[src/rtl/cla_pipe_adder_if.sv]
// Valid/ready stream bundle for cla_pipe_adder.
// The ovf signal exists only when CLA_OVF_EN is defined.
interface cla_pipe_adder_if #(parameter int WIDTH = 16);
    logic             in_valid;
    logic             in_ready;
    logic [WIDTH-1:0] a;
    logic [WIDTH-1:0] b;
    logic             cin;
    logic             out_valid;
    logic             out_ready;
    logic [WIDTH-1:0] sum;
    logic             cout;
`ifdef CLA_OVF_EN
    logic             ovf;

    modport master (output in_valid, a, b, cin, out_ready,
                    input  in_ready, out_valid, sum, cout, ovf);
    modport slave  (input  in_valid, a, b, cin, out_ready,
                    output in_ready, out_valid, sum, cout, ovf);
`else
    modport master (output in_valid, a, b, cin, out_ready,
                    input  in_ready, out_valid, sum, cout);
    modport slave  (input  in_valid, a, b, cin, out_ready,
                    output in_ready, out_valid, sum, cout);
`endif
endinterface

[src/rtl/cla_pipe_adder.sv]
// Carry-pipelined CLA adder: one GROUP-bit lookahead group is resolved per stage.
// Define CLA_OVF_EN to add the registered signed-overflow output.
module cla_group #(parameter int GROUP = 4) (
    input  logic [GROUP-1:0] a,
    input  logic [GROUP-1:0] b,
    input  logic             ci,
    output logic [GROUP-1:0] s,
    output logic             co
);
    logic [GROUP-1:0] g, p;
    logic [GROUP:0]   c;

    always_comb begin
        g    = a & b;
        p    = a | b;
        c    = '0;
        c[0] = ci;
        for (int i = 0; i < GROUP; i++) c[i+1] = g[i] | (p[i] & c[i]);
    end

    assign s  = a ^ b ^ c[GROUP-1:0];
    assign co = c[GROUP];
endmodule

module cla_pipe_adder #(
    parameter int WIDTH = 16,
    parameter int GROUP = 4
) (
    input  logic             clk,
    input  logic             rst,
    cla_pipe_adder_if.slave  bus
);
    localparam int STAGES = WIDTH / GROUP;

    if (GROUP < 1 || WIDTH < GROUP || (WIDTH % GROUP) != 0) begin : g_bad_cfg
        $error("cla_pipe_adder: WIDTH must be a positive multiple of GROUP");
    end

    // *_i: stage inputs (ports for stage 0, previous stage regs otherwise); *_r: stage regs
    logic [STAGES-1:0][WIDTH-1:0] a_i, b_i, s_i, a_r, b_r, s_r;
    logic [STAGES-1:0]            c_i, c_r, gc;
    logic [STAGES-1:0][GROUP-1:0] gs;
    logic [STAGES:1]              vld_pipe;
    logic                         adv;

    assign adv = !vld_pipe[STAGES] || bus.out_ready;

    for (genvar k = 0; k < STAGES; k++) begin : g_stage
        if (k == 0) begin : g_head
            assign a_i[k] = bus.a;
            assign b_i[k] = bus.b;
            assign s_i[k] = '0;
            assign c_i[k] = bus.cin;
        end else begin : g_body
            assign a_i[k] = a_r[k-1];
            assign b_i[k] = b_r[k-1];
            assign s_i[k] = s_r[k-1];
            assign c_i[k] = c_r[k-1];
        end

        cla_group #(.GROUP(GROUP)) u_grp (
            .a  (a_i[k][k*GROUP +: GROUP]),
            .b  (b_i[k][k*GROUP +: GROUP]),
            .ci (c_i[k]),
            .s  (gs[k]),
            .co (gc[k])
        );
    end

    // Whole pipe moves together; a stalled output freezes every stage.
    always_ff @(posedge clk or posedge rst) begin
        if (rst) begin
            vld_pipe <= '0;
            a_r      <= '0;
            b_r      <= '0;
            s_r      <= '0;
            c_r      <= '0;
        end else if (adv) begin
            vld_pipe[1] <= bus.in_valid;
            for (int k = 2; k <= STAGES; k++) vld_pipe[k] <= vld_pipe[k-1];
            for (int k = 0; k < STAGES; k++) begin
                a_r[k]                   <= a_i[k];
                b_r[k]                   <= b_i[k];
                s_r[k]                   <= s_i[k];
                s_r[k][k*GROUP +: GROUP] <= gs[k];
                c_r[k]                   <= gc[k];
            end
        end
    end

    assign bus.in_ready  = adv;
    assign bus.out_valid = vld_pipe[STAGES];
    assign bus.sum       = s_r[STAGES-1];
    assign bus.cout      = c_r[STAGES-1];

`ifdef CLA_OVF_EN
    logic ovf_r;
    logic c_msb;

    // Carry into the MSB recovered from the MSB sum bit: c = s ^ a ^ b.
    assign c_msb = gs[STAGES-1][GROUP-1] ^ a_i[STAGES-1][WIDTH-1] ^ b_i[STAGES-1][WIDTH-1];

    always_ff @(posedge clk or posedge rst) begin
        if (rst)      ovf_r <= 1'b0;
        else if (adv) ovf_r <= c_msb ^ gc[STAGES-1];
    end

    assign bus.ovf = ovf_r;
`endif
endmodule
[src/flat_wrapper.sv]
// flat-port wrapper written by rule: the top's interface ports become plain ports
module cla_pipe_adder_flat 
#(
    parameter int WIDTH = 16,
    parameter int GROUP = 4
)
  (clk, rst, bus_in_valid, bus_a, bus_b, bus_cin, bus_out_ready, bus_in_ready, bus_out_valid, bus_sum, bus_cout);
  cla_pipe_adder_if #(.WIDTH(WIDTH)) bus_i ();
  input  logic clk;
  input  logic rst;
  input wire logic [$bits(bus_i.in_valid)-1:0] bus_in_valid;
  input wire logic [$bits(bus_i.a)-1:0] bus_a;
  input wire logic [$bits(bus_i.b)-1:0] bus_b;
  input wire logic [$bits(bus_i.cin)-1:0] bus_cin;
  input wire logic [$bits(bus_i.out_ready)-1:0] bus_out_ready;
  output wire logic [$bits(bus_i.in_ready)-1:0] bus_in_ready;
  output wire logic [$bits(bus_i.out_valid)-1:0] bus_out_valid;
  output wire logic [$bits(bus_i.sum)-1:0] bus_sum;
  output wire logic [$bits(bus_i.cout)-1:0] bus_cout;
  assign bus_i.in_valid = bus_in_valid;
  assign bus_i.a = bus_a;
  assign bus_i.b = bus_b;
  assign bus_i.cin = bus_cin;
  assign bus_i.out_ready = bus_out_ready;
  assign bus_in_ready = bus_i.in_ready;
  assign bus_out_valid = bus_i.out_valid;
  assign bus_sum = bus_i.sum;
  assign bus_cout = bus_i.cout;
  cla_pipe_adder #(.WIDTH(WIDTH), .GROUP(GROUP)) u_core (.clk(clk), .rst(rst), .bus(bus_i));
endmodule
[config.mk]
export PLATFORM = sky130hd
export DESIGN_NAME = cla_pipe_adder_flat
export DESIGN_NICKNAME = d
export VERILOG_FILES = /design/src/rtl/cla_pipe_adder_if.sv /design/src/rtl/cla_pipe_adder.sv /design/src/flat_wrapper.sv
export SDC_FILE = /design/constraint.sdc
export NUM_CORES = 1
export LEC_CHECK = 0
export BUFFER_PORTS_ARGS = -buffer_cell sky130_fd_sc_hd__buf_2
export CAP_MARGIN = 25
export CORE_MARGIN = 4
export CORE_UTILIZATION = 40
export CTS_CLUSTER_DIAMETER = 150
export DETAILED_ROUTE_END_ITERATION = 7
export GPL_TIMING_DRIVEN = 0
export PLACE_DENSITY = 0.62
export SETUP_SLACK_MARGIN = 0.5
export SYNTH_ARGS = -nofsm -noshare
export SYNTH_HDL_FRONTEND = slang
export SYNTH_SLANG_ARGS = --single-unit
[constraint.sdc]
create_clock -name clk -period 3.2 [get_ports clk]
set_input_delay 0.32 -clock clk [delete_from_list [all_inputs] [get_ports clk]]
set_output_delay 0.32 -clock clk [all_outputs]
set_load 0.005 [all_outputs]
==> results of run 1 <==
cell families (layout without fill, tap and decap cells):
kind of cell	Yosys count	in the layout	share of synthesized area (%)
multiplexers	78	78	22.25
adder cells (fa/ha/maj)	16	16	7.814
buffers and inverters	51	123	5.647
AND/OR/NAND/NOR	19	19	3.602
AO/OA/AOI/OAI	17	17	2.076
flip-flops	96	96	58.61
state kept, by name, summed over array words and instances (netlist names):
signal           count
u_core.s_i          24
u_core.vld_pipe      4
u_core.bus.sum      16
u_core.c_r           4
u_core.b_i          24
u_core.a_i          24
cell usage in the layout (no fill, tap or decap):
cell type / count
nand2b_4: 1
clkinvlp_4: 3
a21oi_1: 17
inv_1: 36
nor3b_1: 17
clkbuf_8: 10
clkbuf_1: 3
fa_1: 16
dfrtp_1: 96
mux2_2: 65
buf_2: 62
mux2_4: 10
mux2i_1: 3
clkinv_2: 1
bufinv_16: 2
nand2b_1: 1
buf_6: 4
buf_12: 2
Yosys cell counts:
| master | number |
|---|---|
| nor3b_1 | 17 |
| nand2b_4 | 1 |
| mux2_4 | 10 |
| mux2i_1 | 3 |
| nand2b_1 | 1 |
| mux2_2 | 65 |
| fa_1 | 16 |
| inv_1 | 37 |
| a21oi_1 | 17 |
| dfrtp_1 | 96 |
| buf_6 | 4 |
| buf_2 | 8 |
| clkbuf_1 | 2 |
metal layers:
metal	vias up	wire length, um
li1	1046	-
met1	1131	3209
met2	59	3462
met3	11	430
met4	0	125
met5	-	0
path summary, 6_finish.rpt:
check / startpoint / to / slack, ns
min in group clk: bus_b[4] / u_core.b_i[20] / 0.18
setup reg to reg: u_core.c_r[2] / u_core.bus.sum[15] / 0.68
setup / recovery: u_core.c_r[2] / u_core.bus.sum[15] / 0.68
hold reg to reg: u_core.vld_pipe[3] / u_core.vld_pipe[4] / 0.48
hold / removal: rst / u_core.b_i[24] / 0.03
max in group asynchronous: rst / u_core.a_i[47] / 2.35
area by class of cell:
type	instances	area, um^2
Fill cell	881	5064
Sequential cell	96	2402
Multi-Input combinational cell	130	1465
Timing Repair Buffer	56	310.3
Tap cell	133	166.4
Inverter	37	142.6
Clock buffer	11	141.4
Buffer	14	92.59
Clock inverter	5	80.08
power by group through the flow:
stage	clock network (mW)	registers [mW]	logic (mW)
floorplan	0	1.96	1.12
global placement	0	2.03	1.47
detailed placement	0	2.05	1.52
CTS	0.889	2.02	1.53
global route	0.947	2.08	1.70
finish	0.867	2.01	1.48
critical path, stage by stage (launching register included):
cell and delay [ns]:
dfrtp_1 0.33, inv_1 0.07, fa_1 0.45, fa_1 0.46, fa_1 0.49, fa_1 0.55, a21oi_1 0.06
per-stage QoR:
stage / area, um^2 / std cells
after floorplan: 4103 / 277
after global placement: 4539 / 464
after detailed placement: 4579 / 466
after CTS: 4801 / 482
after global routing: 4801 / 482
final: 4801 / 482
==> out/results.txt, run 1 <==
Most Crowded Layer GR = met2
Clock Latency Late Sink = 0.36 ns
antenna violations before repair = 0
met2 Use GR = 20.53%
crit end category = register
Antenna Cells = 0
WS Path Type = register to register
Cell variety after synth = 13
gr usage total = 13.59%
synthesized instance count = 277
maximum vdd drop = 0.4047 mV
post-cts gate resize count = 0
Min-Delay Path Class = input pin to async pin
global-route wire length before repair = 12020 um
CTS Buf Count = 9
Worst-Margin Slew = 0.6343 ns
clock transition at the registers of the reported paths = 0.09 ns
Setup-failing EPs final = 0
critical path peak fanout = 2
Leak = 2.222 nW
Post-DP HPWL = 5186 um
pre-CTS setup slack = 0.6632 ns
crit path time final = 2.523 ns
Yosys reg bits = 96
antenna-violating nets left = 0
layout cells sized above 1 = 45.85%
R2R cell count = 6
Max-cap violations = 0
crit path setup slack, layout = 0.6769 ns
DR WL/cell = 14.99 um
die height = 109.2 um
DIE WIDTH = 109.2 um
CTS H-tree depth = 3
Post-Route WL = 7227 um
register area share after synthesis = 58.61%
startpoint class of the critical path = register
Slew HR = 57.62%
Util after Layout = 48.67%
Vias/cell = 4.662
Synth Area per Inst = 14.80 um^2
Overflow after GRT = 0
vias in the first global route = 2359
M1 GR Usage = 18.40%
status = completed
postcts setup bufs = 0
pwr dens = 908.9 mW/mm^2
deepest clock path buffer count = 2
worst path arrival time = 2.77 ns
cts hold-fix bufs = 0
initial core utilization = 41.55%
Final Power = 4.363 mW
area grow syn2layout = 17.12%
Port Buffers = 54
Peak Freq = 0.3963 GHz
Final Max Slew Viols = 0
Core Region = 0.009864 mm^2
routed vias = 2247
hold_ws = 0.03247 ns
top-area cell type share of the netlist area = 58.61%
syn nets = 330
CTS tree = built
Cell Rows = 36
synth warn = 0
clock skew = 0.008049 ns
period utilisation layout = 78.85%
sequential share of power = 46.1%
Worst EP required = 3.44 ns
NetSw = 1.317 mW
RSZ-0062 raised after global routing = no
Synth area leader = dfrtp_1
drt first pass iters = 4
Hold Fails Final Rpt = 0
ranking of synthesized cells by area = dfrtp_1 59%, mux2_2 18%, fa_1 7.8%
full die area = 0.01193 mm^2
Net Sw Frac = 30.19%
setup_tns = 0 ns
root buf cell = clkbuf_8
Post-route DRC = 0
largest net degree at the start of global routing = 44
nets = 397
Comb pwr share = 34.0%
clock network fraction of design power = 19.9%
internal power = 3.046 mW
clk sink count = 96
Top Ports = 56
met3 Resource Use GR = 4.973%
post-synthesis cell area = 0.004099 mm^2
routability cong. = 0.7538
initial DRC count = 72
No activity file was read; power rests on OpenSTA's default activity.
==> run 2: changes to the inputs <==
--- a/config.mk
+++ b/config.mk
@@ -12,7 +12,7 @@
 export CTS_CLUSTER_DIAMETER = 150
 export DETAILED_ROUTE_END_ITERATION = 7
 export GPL_TIMING_DRIVEN = 0
-export PLACE_DENSITY = 0.62
+export PLACE_DENSITY = 0.64
 export SETUP_SLACK_MARGIN = 0.5
 export SYNTH_ARGS = -nofsm -noshare
 export SYNTH_HDL_FRONTEND = slang
==> constraint.sdc (replaced) <==
create_clock -name clk -period 2.2 [get_ports clk]
set_input_delay 0.22 -clock clk [delete_from_list [all_inputs] [get_ports clk]]
set_output_delay 0.22 -clock clk [all_outputs]
set_load 0.005 [all_outputs]
==> run 2 against run 1 <==
Compared with the run above:
- the flow now finishes with violations (setup timing)
- sequential power up 45%
- utilization up 1.5 points
- clock-buffer cell count increased by 1
- largest cell class unchanged
- total power is 47% higher
- clock power rose by 25%
- combinational power increased by 64%
- largest power group unchanged
==> out/results.txt, run 2 (synthesized netlist as in run 1, its figures left out) <==
status = complete, but fails checks (was completed)
failing checks = setup timing
Reg-to-Reg Start = u_core.a_i[60] (was u_core.c_r[2])
area grow syn2layout = 20.63% (was 17.12%)
Post-Layout Cell Count = 488 (was 482)
Post-Route WL = 7322 um (was 7227 um)
CP max stage delay = 0.53 ns (was 0.55 ns)
CTS H-tree depth = 3 (unchanged)
placed cell area = 0.004647 mm^2 (was 0.004579 mm^2)
Leak = 2.253 nW (was 2.222 nW)
Critical Path Sink = u_core.bus.sum[15] (unchanged)
clock network fraction of design power = 16.8% (was 19.9%)
RSZ-0062 raised after global routing = yes (was no)
root buf cell = clkbuf_8 (unchanged)
initial DRC count = 60 (was 72)
crit path from = u_core.a_i[60] (was u_core.c_r[2])
nets = 403 (was 397)
placed cells = 467 (was 466)
Slew HR = 60.50% (was 57.62%)
startpoint class of the critical path = register (unchanged)
clk sink count = 96 (unchanged)
CTS Buf Count = 9 (unchanged)
global-route wire length before repair = 12210 um (was 12020 um)
Top Ports = 56 (unchanged)
NetSw = 1.995 mW (was 1.317 mW)
Clock Latency Late Sink = 0.35 ns (was 0.36 ns)
vias in the first global route = 2444 (was 2359)
Post-DP HPWL = 5336 um (was 5186 um)
gr usage total = 13.62% (was 13.59%)
CP max stage cell = fa_2 (was fa_1)
Port Buffers = 54 (unchanged)
DIE WIDTH = 109.2 um (unchanged)
Net Sw Frac = 31.06% (was 30.19%)
pwr dens = 1299 mW/mm^2 (was 908.9 mW/mm^2)
most frequent cells in the layout = 95 x dfrtp_1, 65 x mux2_2, 58 x buf_2 (was 96 x dfrtp_1, 65 x mux2_2, 62 x buf_2)
crit path setup slack, layout = -0.01856 ns (was 0.6769 ns)
worst path arrival time = 2.45 ns (was 2.77 ns)
Post-route DRC = 0 (unchanged)
Final Cell Area = 0.004945 mm^2 (was 0.004801 mm^2)
layout cells sized above 1 = 54.65% (was 45.85%)
hold_ws = 0.09224 ns (was 0.03247 ns)
commonest non-fill, non-tap cell in the layout = dfrtp_1 (unchanged)
DR WL/cell = 15.00 um (was 14.99 um)
WS Path Type = register to register (unchanged)
clock skew = 0.008261 ns (was 0.008049 ns)
Max-cap violations = 0 (unchanged)
Cell Rows = 36 (unchanged)
drt first pass iters = 3 (was 4)
Final Power = 6.426 mW (was 4.363 mW)
Overflow after GRT = 0 (unchanged)
r2r setup slk = -0.02 ns (was 0.68 ns)
Antenna Cells = 0 (unchanged)
routability cong. = 0.7551 (was 0.7538)
Core Region = 0.009864 mm^2 (unchanged)
critical path peak fanout = 2 (unchanged)
Vias/cell = 4.600 (was 4.662)
full die area = 0.01193 mm^2 (unchanged)
Peak Freq = 0.4507 GHz (was 0.3963 GHz)
initial core utilization = 41.55% (unchanged)
Comb pwr share = 37.9% (was 34.0%)
period utilisation layout = 100.8% (was 78.85%)
crit path time final = 2.219 ns (was 2.523 ns)
CP dominant cell by count = fa_2 (was fa_1)
die height = 109.2 um (unchanged)
Setup-failing EPs final = 2 (was 0)
Hold Fails Final Rpt = 0 (unchanged)
internal power = 4.430 mW (was 3.046 mW)
R2R cell count = 6 (unchanged)
r2r endpoint = u_core.bus.sum[15] (unchanged)
Final Max Slew Viols = 0 (unchanged)
maximum vdd drop = 0.5687 mV (was 0.4047 mV)
routed vias = 2245 (was 2247)
Worst EP required = 2.43 ns (was 3.44 ns)
setup_tns = -0.02342 ns (was 0 ns)
Worst-Margin Slew = 0.5925 ns (was 0.6343 ns)
clock transition at the registers of the reported paths = 0.09 ns (about the same)
Util after Layout = 50.13% (was 48.67%)
antenna-violating nets left = 0 (unchanged)
largest net degree at the start of global routing = 35 (was 44)
worst path cell trace = inv_2, fa_2, fa_2, fa_2, fa_2, a21oi_1 (was inv_1, fa_1, fa_1, fa_1, fa_1, a21oi_1)
pre-CTS setup slack = -0.03635 ns (was 0.6632 ns)
deepest clock path buffer count = 2 (unchanged)
CTS tree = built (unchanged)
crit end category = register (unchanged)
Fill cells = 876 (was 881)
sequential share of power = 45.3% (was 46.1%)
Min-Delay Path Class = input pin to register (was input pin to async pin)
antenna violations before repair = 0 (unchanged)
==> run 2: layout make-up <==
cell class / count / area [um^2] / share of cell area [%]
buffer: 14 / 113.9 / 2.303
clock buffer: 12 / 165.2 / 3.340
clock inverter: 4 / 27.53 / 0.5567
inverter: 37 / 152.6 / 3.087
multi-input combinational: 130 / 1525 / 30.85
sequential: 96 / 2404 / 48.61
tap: 133 / 166.4 / 3.365
timing repair buffer: 62 / 390.4 / 7.895
==> run 2: worst max-delay path: cells and delay by family (launching register included) <==
family,cells,cell delay (ns)
adders and majority gates,4,1.63
buffers and inverters,1,0.05
AOI/OAI and AO/OA,1,0.06
DFF,1,0.37
==> run 2: power groups by stage <==
stage | clock, mW | combinational, mW | sequential [mW]
after CTS | 1.12 | 2.44 | 2.92
after global placement | 0 | 2.17 | 2.95
after global routing | 1.21 | 2.73 | 3.01
after detailed placement | 0 | 2.29 | 2.98
final | 1.08 | 2.43 | 2.91
after floorplan | 0 | 1.65 | 2.86
==> run 2: per-layer routing <==
layer / wire length [um] / track usage (%)
met1: 3311 / 17.52
met2: 3574 / 22.32
met3: 366 / 4.618
met4: 70 / 3.206
met5: 0 / 0
==> run 2: worst min path at each step <==
stage               startpoint        endpoint  depth (start not counted)
global route          bus_b[4]  u_core.b_i[20]                          2
global placement     bus_b[10]  u_core.b_i[26]                          2
floorplan             bus_b[7]  u_core.b_i[23]                          1
finish                bus_b[4]  u_core.b_i[20]                          2
CTS                  bus_a[13]  u_core.a_i[29]                          2
detailed placement         rst  u_core.a_i[24]                          2
==> run 2: what timing repair did <==
item | CTS | global route
setup endpoints to repair | 11 | 11
pin swaps | 2 | 0
hold endpoints to repair | 14 | 0
setup buffers | 3 | 1
resized for setup | 15 | 5
hold buffers | 1 | 0
